==> config.mk <==
export PLATFORM = sky130hd
export DESIGN_NAME = count_seq_ctrl
export DESIGN_NICKNAME = d
export VERILOG_FILES = /design/src/rtl/count_ctrl_pkg.sv /design/src/rtl/count_core.sv /design/src/rtl/count_seq_ctrl.sv
export SDC_FILE = /design/constraint.sdc
export NUM_CORES = 1
export LEC_CHECK = 0
export CAP_MARGIN = 20
export CORE_MARGIN = 4
export CORE_UTILIZATION = 25
export DETAILED_ROUTE_END_ITERATION = 6
export PLACE_DENSITY_LB_ADDON = 0.2
export SYNTH_ARGS = -nofsm -noshare
export SYNTH_HDL_FRONTEND = slang
export SYNTH_SLANG_ARGS = --single-unit
export TNS_END_PERCENT = 50
==> constraint.sdc <==
create_clock -name clock -period 2.3 [get_ports clock]
set_input_delay 0.23 -clock clock [delete_from_list [all_inputs] [get_ports clock]]
set_output_delay 0.23 -clock clock [all_outputs]
set_load 0.02 [all_outputs]
==> src/rtl/count_ctrl_pkg.sv <==
// Shared types and default constants for the command-driven mod-N counter.
package count_ctrl_pkg;

  localparam int COUNT_CW  = 4;
  localparam int COUNT_MOD = 12;
  localparam int COUNT_LW  = 8;

  typedef enum logic [1:0] {
    IDLE,
    LOAD,
    RUN,
    DONE
  } ctrl_state_t;

endpackage

==> src/rtl/count_core.sv <==
// Loadable modulo-MOD up/down counter. No command awareness; load wins over en.
module count_core
  import count_ctrl_pkg::*;
#(
  parameter int CW  = COUNT_CW,
  parameter int MOD = COUNT_MOD
) (
  input  logic          clock,
  input  logic          reset,
  input  logic          load,
  input  logic [CW-1:0] data_in,
  input  logic          up_down,
  input  logic          en,
  output logic [CW-1:0] count,
  output logic          wrap_nxt
);

  localparam logic [CW-1:0] TOP = CW'(MOD - 1);

  logic [CW-1:0] count_q, count_d;

  // Next count: load, or step with wrap at either end of the range.
  always_comb begin
    count_d  = count_q;
    wrap_nxt = 1'b0;
    if (load) begin
      count_d = data_in;
    end else if (en) begin
      if (up_down) begin
        if (count_q == TOP) begin
          count_d  = '0;
          wrap_nxt = 1'b1;
        end else begin
          count_d = count_q + CW'(1);
        end
      end else begin
        if (count_q == '0) begin
          count_d  = TOP;
          wrap_nxt = 1'b1;
        end else begin
          count_d = count_q - CW'(1);
        end
      end
    end
  end

  // Counter register.
  always_ff @(posedge clock or posedge reset) begin
    if (reset) count_q <= '0;
    else       count_q <= count_d;
  end

  assign count = count_q;

endmodule

==> src/rtl/count_seq_ctrl.sv <==
// Command sequencer around count_core: load, step len times, pulse done.
// Optional stall input enabled by defining COUNT_CTRL_PAUSE_EN.
module count_seq_ctrl
  import count_ctrl_pkg::*;
#(
  parameter int CW  = COUNT_CW,
  parameter int MOD = COUNT_MOD,
  parameter int LW  = COUNT_LW
) (
  input  logic          clock,
  input  logic          reset,
  input  logic          cmd_valid,
  output logic          cmd_ready,
  input  logic [CW-1:0] cmd_load_val,
  input  logic          cmd_up_down,
  input  logic [LW-1:0] cmd_len,
`ifdef COUNT_CTRL_PAUSE_EN
  input  logic          pause,
`endif
  output logic [CW-1:0] count,
  output logic          busy,
  output logic          done,
  output logic          wrap
);

  localparam logic [CW:0]   MOD_W = (CW + 1)'(MOD);
  localparam logic [CW-1:0] TOP   = CW'(MOD - 1);

  ctrl_state_t   state_q, state_d;
  logic [CW-1:0] load_val_q, load_val_d;
  logic          up_down_q, up_down_d;
  logic [LW-1:0] len_q, len_d;
  logic [LW-1:0] remaining_q, remaining_d;
  logic          done_q, done_d;
  logic          busy_q, busy_d;
  logic          wrap_q, wrap_d;
  logic          stall;
  logic          core_load, core_en, wrap_nxt;

`ifdef COUNT_CTRL_PAUSE_EN
  assign stall = pause;
`else
  assign stall = 1'b0;
`endif

  assign core_load = (state_q == LOAD);
  assign core_en   = (state_q == RUN) && !stall;
  assign cmd_ready = (state_q == IDLE);

  count_core #(
    .CW  (CW),
    .MOD (MOD)
  ) u_core (
    .clock    (clock),
    .reset    (reset),
    .load     (core_load),
    .data_in  (load_val_q),
    .up_down  (up_down_q),
    .en       (core_en),
    .count    (count),
    .wrap_nxt (wrap_nxt)
  );

  // Next-state, command capture and remaining-step bookkeeping.
  always_comb begin
    state_d     = state_q;
    load_val_d  = load_val_q;
    up_down_d   = up_down_q;
    len_d       = len_q;
    remaining_d = remaining_q;
    case (state_q)
      IDLE: begin
        if (cmd_valid) begin
          load_val_d = ({1'b0, cmd_load_val} >= MOD_W) ? TOP : cmd_load_val;
          up_down_d  = cmd_up_down;
          len_d      = cmd_len;
          state_d    = LOAD;
        end
      end
      LOAD: begin
        remaining_d = len_q;
        state_d     = (len_q == '0) ? DONE : RUN;
      end
      RUN: begin
        if (!stall) begin
          remaining_d = remaining_q - LW'(1);
          if (remaining_q == LW'(1)) state_d = DONE;
        end
      end
      DONE:    state_d = IDLE;
      default: state_d = IDLE;
    endcase
    // Status outputs are registered, so they are decoded from the next state.
    done_d = (state_d == DONE);
    busy_d = (state_d == LOAD) || (state_d == RUN);
    wrap_d = wrap_nxt;
  end

  // Control registers.
  always_ff @(posedge clock or posedge reset) begin
    if (reset) begin
      state_q     <= IDLE;
      load_val_q  <= '0;
      up_down_q   <= 1'b0;
      len_q       <= '0;
      remaining_q <= '0;
      done_q      <= 1'b0;
      busy_q      <= 1'b0;
      wrap_q      <= 1'b0;
    end else begin
      state_q     <= state_d;
      load_val_q  <= load_val_d;
      up_down_q   <= up_down_d;
      len_q       <= len_d;
      remaining_q <= remaining_d;
      done_q      <= done_d;
      busy_q      <= busy_d;
      wrap_q      <= wrap_d;
    end
  end

  assign done = done_q;
  assign busy = busy_q;
  assign wrap = wrap_q;

endmodule

==> results.yml <==
run_status:
  status: "finished clean"
worst_setup_path:
  cp-startpoint: "len_q[3]"
  r2r_slack_ns: 0.22
  max_stage_delay_ns: 0.53
  timing.rr.start: "len_q[3]"
  worst_ep_arrival_time_ns: 2.24
  crit_slowest_cell: "or4_1"
  ff2ff_path_depth: 6
  critPathMaxFanout: 3
  worstSetupEndpointType: "flop"
  worst_setup_path_start_kind: "flop"
  worstSetupPathType: "flop to flop"
  cp_cell_sequence: "or4_1 -> or3_1 -> o41ai_2 -> a31oi_1 -> a21oi_1 -> ha_1"
  required_ns: 2.46
cts:
  cts.hold.buffers_added: 0
  cts_buffers: 5
  clk_latency_ns: 0.28
  clock-sinks: 30
  cts_tree: "built"
  cts_setup_buffers: 0
  cts_buffer_depth: 2
  clkTransAtPathRegs_ns: 0.06
  cts-root-buf: "clkbuf_8"
  htree_levels: 2
  cts_resized: 0
yosys:
  ys_seq_elements: 30
  ys_seq_area_frac: 0.480
  synth_nets: 187
  ys_warn_count: 0
  syn_avg_cell_area_um2: 9.60
  synthAdderAreaFrac: 0.0639
  synthFlopType: "dfrtp_1"
  yosys.area.top_type: "dfrtp_1"
  synth.mux.area_fraction: 0.0719
  synthesis.area_um2: 1570
  synth_xor_area_frac: 0.00560
  synth_cell_types: 33
  synthCells: 163
  synth_compound_area_frac: 0.189
  synth_top_area_share: 0.480
  synth-edff-count: 0
  synth_top_family_by_area: "compound AO/OA/AOI/OAI gates"
  async_reset_ff_frac: 1.00
  synth_area_leaders: "dfrtp_1, mux2_1, ha_1"
  yosys.area_share.simple: 0.143
run:
  drv_cap: 0
finish:
  num-fill-cells: 622
  syn2layout_area_growth_pct: 26.2
  seq_area_um2: 751
  drive_above_1_share: 0.0741
  layout_common_cells: "dfrtp_1, clkdlybuf4s50_1, nand2_1"
  diodes: 0
  fin_cells: 264
  layout_commonest_cell: "dfrtp_1"
  multi_input_area_um2: 742
  fin_nets: 212
die:
  dieArea_um2: 7590
  num_rows: 28
  die_w_um: 87.1
  coreArea_um2: 5990
  die_height_um: 87.1
  floorplan.initialDensity: 0.261
  ios: 24
global_route:
  grt_pass1_wl_um: 6100
  antenna_found_initial: 0
  grt-ovfl-total: 0
  grt_pass1_vias: 1259
  grt_max_degree: 31
  grt_usage: 0.104
route:
  dr.pass1.iters: 4
  vias: 1237
  wl_um: 3440
  wl_per_cell_um: 13.0
  viasPerCell: 4.69
  antenna_left: 0
  drc_errors: 0
  drt_iter0_drc: 69
sta:
  hold_viol: 0
  final.min_clock_period_ns: 2.08
  slew_violations: 0
  slew_headroom: 0.539
  final-setup-viol-count: 0
  tightestPinTransition_ns: 0.690
  skew_ns: 0.00301
  rsz0062_at_grt: "false"
  timing.final.crit_share: 0.903
  max_freq_mhz: 481
  tns_ns: 0
hold_path:
  min_path_type: "primary input to asynchronous set/reset pin"
power_and_ir_drop:
  vdd_ir_drop_max_uv: 376
  p_leak_nw: 0.811
  powerDensity_nw_per_um2: 1500
place:
  dpl.cell_count: 256
  io_buffers: 23
  gp_congestion: 0.743
  place_hpwl_um: 2510
[cells in the mapped netlist (2+ instances only)]
master,count
o21ai_1,12
nor2_1,6
inv_1,9
dfrtp_1,30
a21oi_1,16
nor3_1,2
ha_1,8
a211oi_1,2
o22ai_1,4
o211ai_1,2
clkbuf_1,8
o21ai_0,4
mux2_1,10
or4_1,2
or3_1,2
nand3b_1,2
nand2_1,19
a31oi_1,5
nand2b_1,3
nand3_1,4
[state kept, by name, indices dropped and copies added (netlist names)]
register	cells
busy	1
done	1
len_q	8
load_val_q	4
remaining_q	8
state_q	2
u_core.count	4
up_down_q	1
wrap	1
[logic make-up (layout without fill, tap and decap cells)]
| logic type | after synthesis | in the layout |
|---|---|---|
| AO/OA/AOI/OAI | 50 | 50 |
| AND/OR/NAND/NOR | 45 | 45 |
| flip-flops | 30 | 30 |
| buffers and inverters | 19 | 45 |
| multiplexers | 10 | 10 |
| adder cells (fa/ha/maj) | 8 | 8 |
| XOR/XNOR | 1 | 1 |
[worst max-delay path, delay by kind of cell, from the launching register on]
kind / cells / cell delay (ns)
flip-flops: 1 / 0.39
AND/OR/NAND/NOR: 2 / 0.87
adder cells (fa/ha/maj): 1 / 0.25
AO/OA/AOI/OAI: 3 / 0.45
[power breakdown]
| group | switching, mW | leakage (nW) | internal [mW] | total, mW |
|---|---|---|---|---|
| sequential | 0.285 | 0.358 | 0.806 | 1.09 |
| combinational | 0.802 | 0.405 | 0.641 | 1.44 |
| clock | 0.193 | 0.0482 | 0.241 | 0.434 |
| total | 1.28 | 0.811 | 1.69 | 2.97 |
[area by class of cell]
type | count | share of cell area
Multi-Input combinational cell | 114 | 0.376
Timing Repair Buffer | 27 | 0.132
Clock buffer | 7 | 0.0437
Tap cell | 75 | 0.0475
Sequential cell | 30 | 0.380
Inverter | 10 | 0.0190
Clock inverter | 1 | 0.00253
[per-layer routing]
metal  up-vias  global-route usage  wire, um  share of wire
li1        632                   -         -              -
met1       579               0.138      1760           0.51
met2        21               0.156      1490           0.43
met3         5              0.0293       124          0.036
met4         0              0.0488        62          0.018
met5         -                   0         0              0
[worst paths after layout]
path | to
setup / recovery | busy
hold / removal | wrap
setup reg to reg | busy
hold reg to reg | load_val_q[2]
max in group asynchronous | len_q[3]
min in group clock | load_val_q[2]
[stage by stage]
| stage | setup WS [ns] | total power [mW] | hold slack, ns | area [um^2] | utilization |
|---|---|---|---|---|---|
| 5_1_grt | 0.118 | 3.28 | 0.382 | 1980 | 0.330 |
| 2_1_floorplan | 0.370 | 2.11 | 0.321 | 1570 | - |
| 4_1_cts | 0.210 | 3.01 | 0.348 | 1980 | 0.330 |
| 3_5_place_dp | 0.210 | 2.56 | 0.479 | 1880 | 0.315 |
| 6_report | 0.223 | 2.97 | 0.336 | 1980 | 0.330 |
| 3_3_place_gp | 0.247 | 2.55 | 0.476 | 1880 | 0.315 |
(Power assumes the default switching activity.)
